--- src/rtl/dcache_ctrl.sv ---
// ---------------------------------------------------------------------------
// dcache_ctrl -- controller for a set-associative, write-back data cache with
// a 32-byte (8-word) line and 16 sets. The SRAM array and its way selection
// and LRU sit outside this block. The SRAM reports a combinational hit and
// presents either the hit way or the LRU victim way.
//
// Optional feature (build macro DCACHE_STATS_EN): adds hit/miss statistics
// counters hit_cnt_o / miss_cnt_o of width STAT_W. Both counters saturate.
//
// Ports
//   clk_i, rst_i      clock; asynchronous active-low reset
//   cpu_addr_i        byte address: tag [31:9], index [8:5], word [4:2]
//   cpu_data_i        CPU write data
//   cpu_MemRead_i     read request (held while cpu_stall_o=1)
//   cpu_MemWrite_i    write request (wins over read when both are set)
//   cpu_data_o        read data on a read hit, otherwise 0
//   cpu_stall_o       CPU must hold its request
//   mem_data_i        fill line, valid with mem_ack_i
//   mem_ack_i         one-cycle completion pulse from memory
//   mem_enable_o      one-cycle memory request pulse
//   mem_write_o       1 = writeback, 0 = fill
//   mem_addr_o        line address (bits [4:0] = 0)
//   mem_data_o        writeback line
//   sram_addr_o       set index
//   sram_tag_o        {valid, dirty, tag[22:0]} to write
//   sram_data_o       line to write
//   sram_enable_o     SRAM access enable
//   sram_write_o      SRAM write strobe
//   sram_tag_i        tag of the hit way (hit) or victim way (miss)
//   sram_data_i       line of the same way as sram_tag_i
//   sram_hit_i        combinational hit indication
//   hit_cnt_o         (DCACHE_STATS_EN) hits, excluding the post-fill replay
//   miss_cnt_o        (DCACHE_STATS_EN) IDLE->MISS transitions
//   fsm_state         current FSM state (IDLE=0 MISS=1 WRITEBACK=2
//                     READMISS=3 READMISSOK=4), for observation only
//
// Handshake: the CPU request is level-held. A request counts as accepted in
// the cycle where req=1 and cpu_stall_o=0. The memory side is request-pulse
// and ack-pulse: mem_enable_o is high for exactly one cycle per transaction,
// and mem_ack_i is a one-cycle pulse that is honoured only in WRITEBACK and
// READMISS.
// ---------------------------------------------------------------------------
module dcache_ctrl #(
    parameter int STAT_W = 32
) (
    input  logic              clk_i,
    input  logic              rst_i,
    input  logic [31:0]       cpu_addr_i,
    input  logic [31:0]       cpu_data_i,
    input  logic              cpu_MemRead_i,
    input  logic              cpu_MemWrite_i,
    output logic [31:0]       cpu_data_o,
    output logic              cpu_stall_o,
    input  logic [255:0]      mem_data_i,
    input  logic              mem_ack_i,
    output logic              mem_enable_o,
    output logic              mem_write_o,
    output logic [31:0]       mem_addr_o,
    output logic [255:0]      mem_data_o,
    output logic [3:0]        sram_addr_o,
    output logic [24:0]       sram_tag_o,
    output logic [255:0]      sram_data_o,
    output logic              sram_enable_o,
    output logic              sram_write_o,
    input  logic [24:0]       sram_tag_i,
    input  logic [255:0]      sram_data_i,
    input  logic              sram_hit_i,
`ifdef DCACHE_STATS_EN
    output logic [STAT_W-1:0] hit_cnt_o,
    output logic [STAT_W-1:0] miss_cnt_o,
`endif
    output logic [2:0]        fsm_state
);

    typedef enum logic [2:0] {
        IDLE       = 3'd0,
        MISS       = 3'd1,
        WRITEBACK  = 3'd2,
        READMISS   = 3'd3,
        READMISSOK = 3'd4
    } state_t;

    state_t state;
    state_t next_state;

    logic         req;
    logic [3:0]   index;
    logic [22:0]  cpu_tag;
    logic [2:0]   word;
    logic [7:0]   word_lsb;
    logic         victim_dirty;
    logic [31:0]  fill_addr;
    logic [31:0]  hit_word;
    logic [255:0] merged_line;

    assign req          = cpu_MemRead_i | cpu_MemWrite_i;
    assign index        = cpu_addr_i[8:5];
    assign cpu_tag      = cpu_addr_i[31:9];
    assign word         = cpu_addr_i[4:2];
    assign word_lsb     = {word, 5'b0};
    assign victim_dirty = sram_tag_i[24] & sram_tag_i[23];
    assign fill_addr    = {cpu_tag, index, 5'b0};
    assign hit_word     = sram_data_i[word_lsb +: 32];
    assign fsm_state    = state;

    // Hit line with the addressed word replaced by the CPU write data.
    always_comb begin
        merged_line = sram_data_i;
        merged_line[word_lsb +: 32] = cpu_data_i;
    end

    always_ff @(posedge clk_i or negedge rst_i) begin
        if (!rst_i) begin
            state <= IDLE;
        end else begin
            state <= next_state;
        end
    end

    always_comb begin
        next_state    = state;
        cpu_data_o    = '0;
        cpu_stall_o   = 1'b0;
        mem_enable_o  = 1'b0;
        mem_write_o   = 1'b0;
        mem_addr_o    = '0;
        mem_data_o    = '0;
        sram_addr_o   = '0;
        sram_tag_o    = '0;
        sram_data_o   = '0;
        sram_enable_o = 1'b0;
        sram_write_o  = 1'b0;
        // While reset is asserted every output is held at 0, even though
        // several outputs are otherwise combinational from the CPU inputs.
        if (rst_i) begin
            sram_addr_o = index;
            cpu_stall_o = req & ~((state == IDLE) & sram_hit_i);
            case (state)
                IDLE: begin
                    sram_enable_o = req;
                    if (req) begin
                        if (sram_hit_i) begin
                            if (cpu_MemWrite_i) begin
                                sram_write_o = 1'b1;
                                sram_data_o  = merged_line;
                                sram_tag_o   = {2'b11, cpu_tag};
                            end else begin
                                cpu_data_o = hit_word;
                            end
                        end else begin
                            next_state = MISS;
                        end
                    end
                end
                MISS: begin
                    // The SRAM presents the LRU victim here. Write it back
                    // only if it holds modified data.
                    mem_enable_o = 1'b1;
                    if (victim_dirty) begin
                        mem_write_o = 1'b1;
                        mem_addr_o  = {sram_tag_i[22:0], index, 5'b0};
                        mem_data_o  = sram_data_i;
                        next_state  = WRITEBACK;
                    end else begin
                        mem_addr_o  = fill_addr;
                        next_state  = READMISS;
                    end
                end
                WRITEBACK: begin
                    if (mem_ack_i) begin
                        mem_enable_o = 1'b1;
                        mem_addr_o   = fill_addr;
                        next_state   = READMISS;
                    end
                end
                READMISS: begin
                    if (mem_ack_i) begin
                        sram_enable_o = 1'b1;
                        sram_write_o  = 1'b1;
                        sram_tag_o    = {2'b10, cpu_tag};
                        sram_data_o   = mem_data_i;
                        next_state    = READMISSOK;
                    end
                end
                READMISSOK: begin
                    // One cycle lets the SRAM settle. The held request then
                    // replays in IDLE as an ordinary hit.
                    next_state = IDLE;
                end
                default: begin
                    next_state = IDLE;
                end
            endcase
        end
    end

`ifdef DCACHE_STATS_EN
    localparam logic [STAT_W-1:0] STAT_ONE = {{(STAT_W-1){1'b0}}, 1'b1};

    // High in the IDLE cycle right after a fill. That cycle is the replay of
    // the missed request, so it does not count as a hit.
    logic replay_q;

    always_ff @(posedge clk_i or negedge rst_i) begin
        if (!rst_i) begin
            replay_q   <= 1'b0;
            hit_cnt_o  <= '0;
            miss_cnt_o <= '0;
        end else begin
            replay_q <= (state == READMISSOK);
            if (state == IDLE && req) begin
                if (sram_hit_i) begin
                    if (!replay_q && hit_cnt_o != '1) begin
                        hit_cnt_o <= hit_cnt_o + STAT_ONE;
                    end
                end else if (miss_cnt_o != '1) begin
                    miss_cnt_o <= miss_cnt_o + STAT_ONE;
                end
            end
        end
    end
`endif

endmodule

--- config.mk ---
export PLATFORM = sky130hd
export DESIGN_NAME = dcache_ctrl
export DESIGN_NICKNAME = d
export VERILOG_FILES = /design/src/rtl/dcache_ctrl.sv
export SDC_FILE = /design/constraint.sdc
export NUM_CORES = 1
export LEC_CHECK = 0
export BUFFER_PORTS_ARGS = -buffer_cell sky130_fd_sc_hd__buf_2
export CAP_MARGIN = 20
export CORE_AREA = 2 2 481 483
export CTS_BUF_LIST = sky130_fd_sc_hd__clkbuf_8
export CTS_CLUSTER_SIZE = 16
export DETAILED_ROUTE_END_ITERATION = 6
export DIE_AREA = 0 0 483 485
export SETUP_SLACK_MARGIN = 0.4
export SLEW_MARGIN = 20
export SYNTH_ARGS = -nofsm -noshare
export SYNTH_HDL_FRONTEND = slang
export SYNTH_SLANG_ARGS = --single-unit
--- constraint.sdc ---
create_clock -name clk_i -period 3.5 [get_ports clk_i]
set_input_delay 0.7 -clock clk_i [delete_from_list [all_inputs] [get_ports clk_i]]
set_output_delay 0.7 -clock clk_i [all_outputs]
set_load 0.01 [all_outputs]
Word-level counts from Yosys, hierarchy flattened
Index checks and enable logic that the tools add are counted.
Widths: inputs -> output; s select.
{"block": "word_totals", "reg_bits": 3, "in_bits": 607, "elab_cells": 65}
{"block": "classes", "add_sub_neg": 1, "eq_ne": 7, "n_shift": 3, "n_mux": 46, "n_bitwise": 5, "n_reduce_logical": 2}
{"op": "$mux 256", "count": 8}
{"op": "$pmux 256 s2", "count": 1}
{"op": "$bwmux 256", "count": 1}
{"op": "$mux 32", "count": 8}
{"op": "$shift 32x10->256 const A", "count": 1}
{"op": "$shiftx 256x9->32", "count": 1}
{"op": "$shiftx 32x10->256", "count": 1}
{"op": "$mux 25", "count": 5}
{"op": "$pmux 32 s2", "count": 1}
{"op": "$pmux 25 s2", "count": 1}
{"op": "$mux 1", "count": 12}
{"op": "$mux 3", "count": 4}
{"op": "$pmux 3 s4", "count": 1}
{"op": "$neg 8->10", "count": 1}
{"op": "$ne 2x2->1 const B", "count": 4}
{"op": "$eq 3x2->1 const B", "count": 2}
{"op": "$pmux 1 s2", "count": 3}
{"op": "$reduce_and 5->1", "count": 1}
{"op": "$mux 4", "count": 1}
{"op": "$and 1x1->1", "count": 3}
{"op": "$eq 3x1->1 const B", "count": 1}
{"op": "$logic_not 3->1", "count": 1}
{"op": "$not 1->1", "count": 1}
{"op": "$or 1x1->1", "count": 1}

Longest topological paths before layout
{"block": "depth", "word_depth": 8, "mapped_depth": 13}

Worst setup path before layout
No wires, ideal clock.
{"block": "synth_timing", "path_type": "input-to-output", "startpoint": "input port cpu_addr_i[2]", "endpoint": "output port sram_data_o[130]", "arrival_ns": 3.156, "required_time_ns": 2.800, "setup_slack_ns": -0.356, "cell_stages": 13, "n_path_buf": 6, "path_cell_list": "buf_4 -> buf_6 -> buf_2 -> inv_1 -> ha_1 -> ha_1 -> buf_4 -> nor4b_2 -> and2_1 -> buf_2 -> buf_4 -> a22oi_1 -> a221oi_1"}
{"block": "synth_via", "elab_chain_cells": 8, "word_cells_on_any_way": 9}
{"element": "from (decl)", "line": "48", "rtl": "input logic [31:0] cpu_addr_i,"}
{"element": "$neg 8->10 (*)", "line": "109", "rtl": "merged_line[word_lsb +: 32] = cpu_data_i;"}
{"element": "$shiftx 32x10->256 / $shift 32x10->256 (equally long branches)", "line": "109"}
{"element": "$bwmux 256 (*)", "line": "109"}
{"element": "$mux 256 (*)", "line": "143", "rtl": "if (cpu_MemWrite_i) begin"}
{"element": "$mux 256 (*)", "line": "142", "rtl": "if (sram_hit_i) begin"}
{"element": "$mux 256 (*)", "line": "141", "rtl": "if (req) begin"}
{"element": "$pmux 256 s2 (*)", "line": "138", "rtl": "case (state)"}
{"element": "$mux 256 (*)", "line": "135", "rtl": "if (rst_i) begin"}
{"element": "to (decl)", "line": "62", "rtl": "output logic [255:0] sram_data_o,"}
Mark *: on every way between the ends. The rest lies on a longest branch, timed or not.

Final worst setup path
{"block": "layout_timing", "startpoint": "input port cpu_addr_i[2]", "endpoint": "output port sram_data_o[82]"}
The elaborated chain is that of the path after synthesis.

==> summary.md <==
| Metric | Value |
|---|---|
| Initial Utilization | 4.54% |
| Largest net degree at the start of global routing | 104 |
| Final Cycle Share | 97.6% |
| First-pass GRT wire length | 284000 um |
| Inserted Clock Buffers | 3 |
| Crit path required time | 2.80 ns |
| Fmax achieved | 293 MHz |
| Initial antenna violation count | 209 |
| Status | complete, no violations |
| Post-DP HPWL | 214000 um |
| Async set-reset flop share out of synthesis | 100% |
| Post-Synth Simple-Gate Area | 26.2% |
| Clk root buf | clkbuf_8 |
| Hold Path Class | in2async |
| Period minus WS final | 3.41 ns |
| Total die area | 234000 um^2 |
| Power per cell area | 233 nW/um^2 |
| Largest family of logic cells by synthesized area | compound AO/OA/AOI/OAI gates |
| RSZ-0062 raised after global routing | yes |
| Dpl cell area | 23900 um^2 |
| Remaining antenna violation count after routing | 0 |
| Grt ovf | 0 |
| Yosys cell types | 46 |
| Post-synth EDFFs | 0 |
| Headroom to the max-slew limit | 38.9% |
| Design area | 27700 um^2 |
| Compound-cell area share of the yosys netlist | 46.0% |
| Nets | 3310 |
| Syn avg cell area | 7.23 um^2 |
| Dpl cells | 5605 |
| Synth Cell Area | 10400 um^2 |
| Die height | 485 um |
| #FFs+latches synth | 3 |
| Core area | 229000 um^2 |
| Layout cell share with drive strength beyond 1 | 75.9% |
| R2r setup slk | 1.96 ns |
| Gate Count Post-Synth | 1437 |
| Critical path arrival | 2.71 ns |
| Routability cong. | 0.907 |
| Clock skew | 0.000190 ns |
| Vias | 20840 |
| Yosys Warn Count | 0 |
| CTS tree | done |
| Critical path class | in2out |
| CP Launch Point | cpu_addr_i[2] |
| Max Fanout on Critical Path | 5 |
| Via density | 3.59 |
| P_leak | 0.0118 uW |
| Post-synthesis sequential area ratio | 0.723% |
| CP endpoint | sram_data_o[82] |
| Area delta synth->final | 167% |
| Post-CTS Hold Buffers | 0 |
| Most common cell after layout, fill and taps aside | buf_2 |
| Worst hold margin | 0.361 ns |
| 1st-pass router iterations | 5 |
| Worst reg2reg path startpoint | fsm_state[1] |
| Clk_lat worst skew | 0.22 ns |
| Adder-Cell Fraction of Synth Area | 0.723% |
| Non-Filler Instances | 5798 |
| DRC Markers | 0 |
| CP endpoint kind | output pin |
| CTS H-tree lvls | 1 |
| Most frequent cells in the layout | buf_2, and2_1, a22oi_2 |
| FF-to-FF End | fsm_state[2] |
| Width of the die | 483 um |
| Slew Limit Fails | 0 |
| Largest register FFs | 3 |
| DR WL/cell | 42.5 um |
| Mux contribution to synthesized area | 13.9% |
| Total of max-cap violations | 0 |
| Io pins | 1220 |
| Max clock buf depth | 2 |
| Final hold vios | 0 |
| Clock sinks | 3 |
| Worst-Margin Slew | 0.917 ns |
| Routed wire length | 246000 um |
| Vias in the first global route | 19106 |
| Maximum VDD drop | 289 uV |
| Iter 0 DRT Violations | 1959 |
| GRT Total Usage | 19.6% |
| Final setup viols | 0 |
| # port buffers | 1212 |
| FF-to-FF path depth | 5 |
| Dominant synthesized flop cell | dfrtp_1 |
| FP Rows | 176 |
| Worst-path clk slew | 0.03 ns |
| Synth Area in XOR/XNOR | 0.0843% |
| CP Launch Type | input port |
synth_stat cells (all sizes together), types with 3 or more instances:
master   instances  area share, %
a22oi          248             18
ha               6           0.72
mux4            64             14
nand2          142            5.1
o2bb2ai        192             16
a32oi           31            2.6
nor4b            4           0.75
nor2b            4           0.24
inv             71            2.6
a221oi          64            6.6
dfrtp            3           0.72
buf            108            5.6
o22ai           33            2.0
nand3            6           0.34
nor2            30            1.1
nor4             3           0.33
and2           291             18
clkbuf         111            4.1
a21oi            5           0.24
per-layer routing:
metal  wire, um  share of wire, %  GRT usage [%]
met1      87100                35           21.0
met2     110000                45           32.3
met3      32800                13           9.91
met4      15900               6.5           8.35
met5        699              0.28              0
critical path: stages:
cell	delay (ns)
buf_12	0.10
inv_6	0.04
ha_4	0.15
ha_4	0.31
buf_8	0.15
inv_12	0.04
nor4_4	0.27
buf_6	0.17
buf_12	0.14
buf_16	0.15
buf_12	0.12
a22oi_2	0.05
o2bb2ai_2	0.15
buf_2	0.16
stage by stage:
| step | setup TNS, ns | worst slack [ns] | total power, uW | utilization (%) |
|---|---|---|---|---|
| after floorplan | 0 | 0.123 | 2500 | - |
| after global placement | -4.66 | -0.272 | 5780 | 10.4 |
| after detailed placement | -4.66 | -0.263 | 5800 | 10.4 |
| after CTS | 0 | 0.0890 | 6150 | 11.2 |
| after global routing | 0 | 0.0408 | 6770 | 12.1 |
| final | 0 | 0.0852 | 6450 | 12.1 |
worst min path at each step:
stage	start	depth (start not counted)	to	slack (ns)
global route	rst_i	1	fsm_state[2]	0.36
floorplan	rst_i	0	fsm_state[0]	0.40
finish	rst_i	1	fsm_state[1]	0.36
detailed placement	rst_i	1	fsm_state[1]	0.58
CTS	rst_i	1	fsm_state[1]	0.36
global placement	rst_i	1	fsm_state[1]	0.58
kinds of logic after synthesis:
| group | after synthesis |
|---|---|
| AOI/OAI and AO/OA | 580 |
| xor gates and xnor gates | 1 |
| other | 1 |
| buffers and inverters | 290 |
| and+or+nand+nor | 492 |
| muxes | 64 |
| adders and majority gates | 6 |
| DFF | 3 |
layout make-up:
type | count | area (um^2)
Fill cell | 26414 | 201000
Sequential cell | 3 | 76.3
Antenna cell | 76 | 190
Clock buffer | 3 | 41.3
Timing Repair Buffer | 1470 | 11300
Inverter | 71 | 287
Clock inverter | 1 | 3.75
Tap cell | 3026 | 3790
Multi-Input combinational cell | 1148 | 12100
repair_timing:
action / CTS / global route
resized for setup: 209 / 299
setup endpoints to repair: 322 / 401
setup buffers: 38 / 56
pin swaps: 48 / 123
hold endpoints to repair: 0 / 0
cloned: 10 / 9
power by group:
group	internal, uW	switching [uW]
Clock	74.8	24.3
Combinational	2340	3920
Sequential	50.9	41.9
Total	2460	3990
No activity file was read; power rests on OpenSTA's default activity.
